--- src/rtl/reg_file_arbiter.sv ---
// Two-requester front end for a 16x8 register file: arbitrates A/B, sequences one access at a time.
// Define RF_ARB_FIXED_PRIO_EN to give A absolute priority instead of round-robin.
module reg_file_arbiter #(
    parameter int DATA_W   = 8,
    parameter int ADDR_W   = 5,
    parameter int NUM_REGS = 16
) (
    input  logic              clk,
    input  logic              rst,
    input  logic              a_valid,
    input  logic              a_we,
    input  logic [ADDR_W-1:0] a_rs,
    input  logic [ADDR_W-1:0] a_rt,
    input  logic [ADDR_W-1:0] a_rd,
    input  logic [DATA_W-1:0] a_wdata,
    output logic              a_ready,
    input  logic              b_valid,
    input  logic              b_we,
    input  logic [ADDR_W-1:0] b_rs,
    input  logic [ADDR_W-1:0] b_rt,
    input  logic [ADDR_W-1:0] b_rd,
    input  logic [DATA_W-1:0] b_wdata,
    output logic              b_ready,
    output logic              a_rsp_valid,
    output logic              b_rsp_valid,
    output logic [DATA_W-1:0] rsp_rs_data,
    output logic [DATA_W-1:0] rsp_rt_data,
    output logic              rf_rw,
    output logic [ADDR_W-1:0] rf_rs,
    output logic [ADDR_W-1:0] rf_rt,
    output logic [ADDR_W-1:0] rf_rd,
    output logic [DATA_W-1:0] rf_wdata,
    input  logic [DATA_W-1:0] rf_rs_data,
    input  logic [DATA_W-1:0] rf_rt_data,
    output logic              busy
);

    typedef enum logic [1:0] {
        ST_IDLE,
        ST_ISSUE,
        ST_CAPTURE,
        ST_RESP
    } state_t;

    localparam logic [ADDR_W-1:0] MaxAddr = ADDR_W'(NUM_REGS);

    state_t            r_state;
    state_t            w_nextState;
    logic              r_owner;
    logic              r_we;
    logic [ADDR_W-1:0] r_rs;
    logic [ADDR_W-1:0] r_rt;
    logic [ADDR_W-1:0] r_rd;
    logic [DATA_W-1:0] r_wdata;
    logic [DATA_W-1:0] r_rspRs;
    logic [DATA_W-1:0] r_rspRt;
    logic              w_grantA;
    logic              w_grantB;
    logic              w_accept;

    function automatic logic isLegal(input logic [ADDR_W-1:0] addr);
        return (addr != '0) && (addr <= MaxAddr);
    endfunction

`ifdef RF_ARB_FIXED_PRIO_EN
    assign w_grantA = a_valid;
`else
    logic r_lastGrantB;

    assign w_grantA = a_valid & (~b_valid | r_lastGrantB);

    // Last-grant only moves on an actual accept; reset favours A on first contention.
    always_ff @(posedge clk) begin
        if (rst) begin
            r_lastGrantB <= 1'b1;
        end else if (w_accept) begin
            r_lastGrantB <= w_grantB;
        end
    end
`endif

    assign w_grantB = b_valid & ~w_grantA;
    assign w_accept = (r_state == ST_IDLE) & (a_valid | b_valid);

    assign rf_rs       = r_rs;
    assign rf_rt       = r_rt;
    assign rsp_rs_data = r_rspRs;
    assign rsp_rt_data = r_rspRt;
    assign busy        = (r_state != ST_IDLE);

    always_ff @(posedge clk) begin
        if (rst) begin
            r_state <= ST_IDLE;
        end else begin
            r_state <= w_nextState;
        end
    end

    // Strobes are masked by rst so a reset landing mid-transaction never writes or acks.
    always_comb begin
        w_nextState = r_state;
        a_ready     = 1'b0;
        b_ready     = 1'b0;
        a_rsp_valid = 1'b0;
        b_rsp_valid = 1'b0;
        rf_rw       = 1'b0;
        rf_rd       = '0;
        rf_wdata    = '0;
        case (r_state)
            ST_IDLE: begin
                a_ready = w_grantA & ~rst;
                b_ready = w_grantB & ~rst;
                if (a_valid | b_valid) begin
                    w_nextState = ST_ISSUE;
                end
            end
            ST_ISSUE: begin
                if (r_we) begin
                    if (isLegal(r_rd) && !rst) begin
                        rf_rw    = 1'b1;
                        rf_rd    = r_rd;
                        rf_wdata = r_wdata;
                    end
                    w_nextState = ST_RESP;
                end else begin
                    w_nextState = ST_CAPTURE;
                end
            end
            ST_CAPTURE: begin
                w_nextState = ST_RESP;
            end
            ST_RESP: begin
                a_rsp_valid = ~r_owner & ~rst;
                b_rsp_valid = r_owner & ~rst;
                w_nextState = ST_IDLE;
            end
            default: begin
                w_nextState = ST_IDLE;
            end
        endcase
    end

    always_ff @(posedge clk) begin
        if (rst) begin
            r_owner <= 1'b0;
            r_we    <= 1'b0;
            r_rs    <= '0;
            r_rt    <= '0;
            r_rd    <= '0;
            r_wdata <= '0;
            r_rspRs <= '0;
            r_rspRt <= '0;
        end else begin
            if (w_accept) begin
                r_owner <= w_grantB;
                r_we    <= w_grantA ? a_we    : b_we;
                r_rs    <= w_grantA ? a_rs    : b_rs;
                r_rt    <= w_grantA ? a_rt    : b_rt;
                r_rd    <= w_grantA ? a_rd    : b_rd;
                r_wdata <= w_grantA ? a_wdata : b_wdata;
            end
            // Out-of-range read addresses return zero whatever the file drives.
            if (r_state == ST_CAPTURE) begin
                r_rspRs <= isLegal(r_rs) ? rf_rs_data : '0;
                r_rspRt <= isLegal(r_rt) ? rf_rt_data : '0;
            end
        end
    end

endmodule

--- config.mk ---
export PLATFORM = sky130hd
export DESIGN_NAME = reg_file_arbiter
export DESIGN_NICKNAME = d
export VERILOG_FILES = /design/src/rtl/reg_file_arbiter.sv
export SDC_FILE = /design/constraint.sdc
export NUM_CORES = 1
export LEC_CHECK = 0
export BUFFER_PORTS_ARGS = -buffer_cell sky130_fd_sc_hd__buf_4
export CORE_MARGIN = 5
export CORE_UTILIZATION = 35
export CTS_CLUSTER_DIAMETER = 120
export DETAILED_ROUTE_END_ITERATION = 8
export GPL_TIMING_DRIVEN = 0
export HOLD_SLACK_MARGIN = 0.1
export PLACE_DENSITY = 0.72
export REMOVE_ABC_BUFFERS = 1
export SLEW_MARGIN = 20
export SYNTH_ARGS = -nofsm -noshare
export SYNTH_HDL_FRONTEND = slang
export SYNTH_SLANG_ARGS = --single-unit
--- constraint.sdc ---
create_clock -name clk -period 1.5 [get_ports clk]
set_clock_uncertainty 0.1 [all_clocks]
set_input_delay 0.3 -clock clk [delete_from_list [all_inputs] [get_ports clk]]
set_output_delay 0.3 -clock clk [all_outputs]
set_load 0.01 [all_outputs]
Yosys cells after proc, flatten, opt, wreduce, memory -nomap -nowiden. Cells that the tools add are included.

Output and inout port bits: 45. Register bits after elaboration: 44. Input port bits: 68. Logic and storage cells: 63.

Reduce and logical (&&, ||, !) cells: 10. Magnitude comparators: 3. Eq/ne operators: 4. Multiplexer cells: 23. Bitwise gates (word level): 13.

Operators with widths (count): 8-bit two-way mux (6); 5-bit two-way mux (6); 5-bit <= comparator, second input constant (3); 5-bit nonzero test (3); 1-bit two-way mux (9); 2-bit case mux with 4 select lines (1); 1-bit AND (7); 2-bit == test, second input constant (2); 1-bit logical AND (4); 1-bit inverter (4); 2-bit by 1-bit == test with 1-bit output, second input constant (1); 2-bit logical NOT (1); 2-bit two-way mux (1); 2-bit by 1-bit != test with 1-bit output, second input constant (1); 1-bit OR (2); 2-bit nonzero test (1); 1-bit logical NOT (1).

Logic depth before layout (Yosys ltp).
Depth in word-level cells: 7. Mapped depth: 6. Depth with buffers taken out: 5.

Least setup slack after synthesis. Ideal clock, no wire load.

Kind: flip-flop to output port. From: register r_rd[0]. To: output port rf_wdata[0]. Required time: 1100 ps. Stages on the path, launching flop included: 4. Arrival time: 1257 ps. Setup slack: -157 ps. Buffers on the path: 0. Path through: dfxtp_1 nor4_4 mux2i_2 and2_1.

Word-level cells in the longest chain between the ends: 6. Elaborated cells between the ends (all ways): 7. Classes of those cells: order compare: 1; mux: 3; reduce/logical: 3.

Ends and longest elaborated chain: start: declaration (RTL line 53) `logic [ADDR_W-1:0] r_rd;`; start signal: assignment (RTL line 159) `r_rd <= w_grantA ? a_rd : b_rd;`; 5-bit <= comparator / 5-bit nonzero test (equally long branches) (RTL line 62) `return (addr != '0) && (addr <= MaxAddr);`; 1-bit logical AND * (RTL line 62); 1-bit logical AND * (RTL line 119) `if (isLegal(r_rd) && !rst) begin`; 8-bit two-way mux * (RTL line 119); 8-bit two-way mux * (RTL line 118) `if (r_we) begin`; 8-bit two-way mux * (RTL line 109) `case (r_state)`; end: declaration (RTL line 32) `output logic [DATA_W-1:0] rf_wdata,`.

Every way passes the cells marked *; elsewhere a longest branch is shown, timed or not.

Worst setup path after layout.
From: register r_state[0]. To: output port a_ready.

Word-level cells in the longest chain between the ends: 2.

Ends and longest elaborated chain: start: declaration (RTL line 47) `state_t r_state;`; start signal: assignment (RTL line 95) `r_state <= w_nextState;`; 2-bit logical NOT (RTL line 109); 1-bit two-way mux (RTL line 109); end: declaration (RTL line 16) `output logic a_ready,`.

Every way passes these cells.

==> impl_results.md <==
* First-pass GRT wire length at 12.0 mm
* Seq/Total Area, Yosys at 34.0%
* Synth warnings at 0
* Fin. max-slew vios at 0
* H-tree depth at 2
* CP max FO at 9
* Via count at 2665
* Register Area at 891 um^2
* Hold crit path type: primary input to register
* Setup TNS at -12110 ps
* TritonCTS Sinks at 44
* Area Overhead vs Synth at 40.2%
* Filler instances at 716
* EDFF count, synth at 0
* Crit. Startpoint: r_state[0]$_SDFFE_PP0P_
* Fin crit share at 137%
* Placed Area at 0.00335 mm^2
* Status: finished with violations
* Tmin final at 2060 ps
* Worst setup margin at -556 ps
* Worst flop-to-flop path startpoint: r_state[1]$_SDFFE_PP0P_
* Clk_lat worst skew at 290 ps
* Initial antenna violation count at 0
* Syn_area_per_cell at 8.61 um^2
* Failing checks: negative setup slack
* Final wirelength at 7.65 mm
* Flops & latches, synth at 44
* Worst Setup Start Kind: register
* # setup viols final at 61
* Initial core utilization at 35.9%
* DRC errors left at 0
* Unrepaired setup endpoints after global routing: true
* Worst slew margin at 47.8%
* I/O pins at 113
* Synthesized instance count at 301
* Final hold vios at 0
* Total CTS buffers at 5
* Gpl congestion at 0.681
* Worst IR drop on VDD at 0.000591 V
* P_leak at 1.43 nW
* Core area at 0.00721 mm^2
* DR iter-0 viols at 105
* Pre-antenna DRT Iters at 4
* Post-Syn Area at 0.00259 mm^2
* Port bufs at 112
* Maximum buffer depth of the clock tree at 2
* Share of post-route cells with drive strength above 1 at 37.9%
* Ant diodes at 0
* Distinct cells, synth at 36
* Root Buffer: clkbuf_8
* Hold Slack at 191 ps
* Max-Cap Viols at 0
* FP Rows at 31
* Vias per std cell at 5.36
* Critical path class: register to primary output
* Critical Path RT at 1100 ps
* Die X-Extent at 96.0 um
* Hold path startpoint: b_rd[3]
* Grt total ovfl at 0
* Largest net degree at the start of global routing at 69
* Post-synth top flop: dfxtp_1
* ANT nets after route at 0
* Asr flop ratio synth at 0%
* # nets final at 469
* Worst Tran Pin Value at 777 ps
* Power Density at 1470 mW/mm^2
* Die height at 96.0 um
* Critical Path Sink Type: primary output
* DR WL/cell at 15.4 um
* HPWL Detailed at 4.76 mm
* Multi-input logic area at 0.00162 mm^2
* Vias in the first global route at 2511
* GRT Total Usage at 16.2%
* DIE AREA at 0.00922 mm^2
* Arr. time, crit path at 1660 ps
* Finished Cell Area at 0.00363 mm^2
* CTS tree: built
* Max Fclk at 0.486 GHz
* Clk slew on worst S/H paths at 80 ps
==> logic make-up (layout without fill, tap and decap cells) <==
family / Yosys count / count (layout) / synth area share, %
compound gates: 70 / 72 / 20.1
simple gates: 146 / 146 / 34.2
flops: 44 / 44 / 34.0
mux: 2 / 3 / 0.917
fa+ha+maj: 4 / 4 / 1.93
buf+inv: 35 / 129 / 8.79
==> final timing paths <==
kind                                       to  slack, ps  cells past startpoint
setup / recovery                      a_ready       -560                      5
hold / removal           r_rd[3]$_SDFFE_PP0P_        190                      3
setup reg to reg  rsp_rs_data[0]$_SDFFE_PP0N_       -220                      4
hold reg to reg       r_wdata[5]$_SDFFE_PP0P_        400                      2
==> report_power, final <==
group          switching (W)  internal [W]  total (W)
sequential          0.000387       0.00155    0.00193
combinational        0.00141       0.00124    0.00264
clock               0.000382      0.000376   0.000758
==> metrics by stage <==
stage,total power (W),setup WS [ps],std cells,util [%]
after floorplan,0.00330,-229,270,-
after global placement,0.00412,-559,481,46.3
after detailed placement,0.00419,-574,481,46.4
after CTS,0.00533,-558,497,50.0
after global routing,0.00574,-646,497,50.4
final,0.00534,-556,497,50.4
==> area by class of cell <==
class	count	area share [%]
clock buffer	8	2.48
inverter	4	0.482
multi-input combinational	225	44.5
sequential	44	24.5
tap	99	3.41
timing repair buffer	117	24.6
==> what timing repair did <==
action                                  CTS  global route
resized for setup                        24             6
pin swaps                                 7             2
endpoints found under the setup margin   63            61
buffers inserted                          5             0
hold buffers                              0             0
cloned                                    3             0
==> state kept, by name, indices dropped and copies added, names as in the netlist, 2 cells and up <==
register,cells
rsp_rt_data,8
rf_rs,5
r_rd,5
rf_rt,5
r_state,2
rsp_rs_data,8
r_wdata,8
==> placed cells by master, fill, tap and decap left out, types with 2 or more instances in the layout <==
cell type  Yosys  layout
nor2_1        28      28
dfxtp_1       44      38
a311oi_1      23      23
and2_1        13      12
dfxtp_2        0       5
nand2b_1      17      16
nand3_1       24      24
buf_6          8       4
clkbuf_8       0       6
nor4_4         3       3
clkbuf_1      10       2
ha_2           0       3
nand3b_1      16      16
nand2_1        4       4
inv_1          4       3
o21a_4         0       3
o221ai_1      16      16
nor2b_1       16      16
mux2i_4        0       2
nor3b_2        0       2
nand4_1       16      16
buf_4          8     113
o21ai_0       25      25
==> metal layers <==
layer  track usage [%]  share of wire, %
met1              20.4                42
met2              27.7                48
met3              4.69               9.0
met4              2.96              0.30
met5                 0                 0
==> synth_stat cells, types with 2 or more instances <==
library cell	instances	area (um^2)
a311oi_1	23	201
and2_1	13	81.3
buf_2	4	20.0
buf_4	8	60.1
buf_6	8	90.1
clkbuf_1	10	37.5
dfxtp_1	44	881
ha_1	4	50.1
inv_1	4	15.0
nand2_1	4	15.0
nand2b_1	17	106
nand3_1	24	120
nand3b_1	16	120
nand4_1	16	100
nor2_1	28	105
nor2b_1	16	100
nor3b_1	2	15.0
nor4_4	3	63.8
o21ai_0	25	125
o221ai_1	16	140
==> worst max-delay path: stages, from the launching register on <==
cell	delay, ps
dfxtp_2	360
inv_1	110
ha_2	310
inv_1	110
nor4_1	300
buf_4	180
Note: power is estimated with default switching activity, not from simulation.
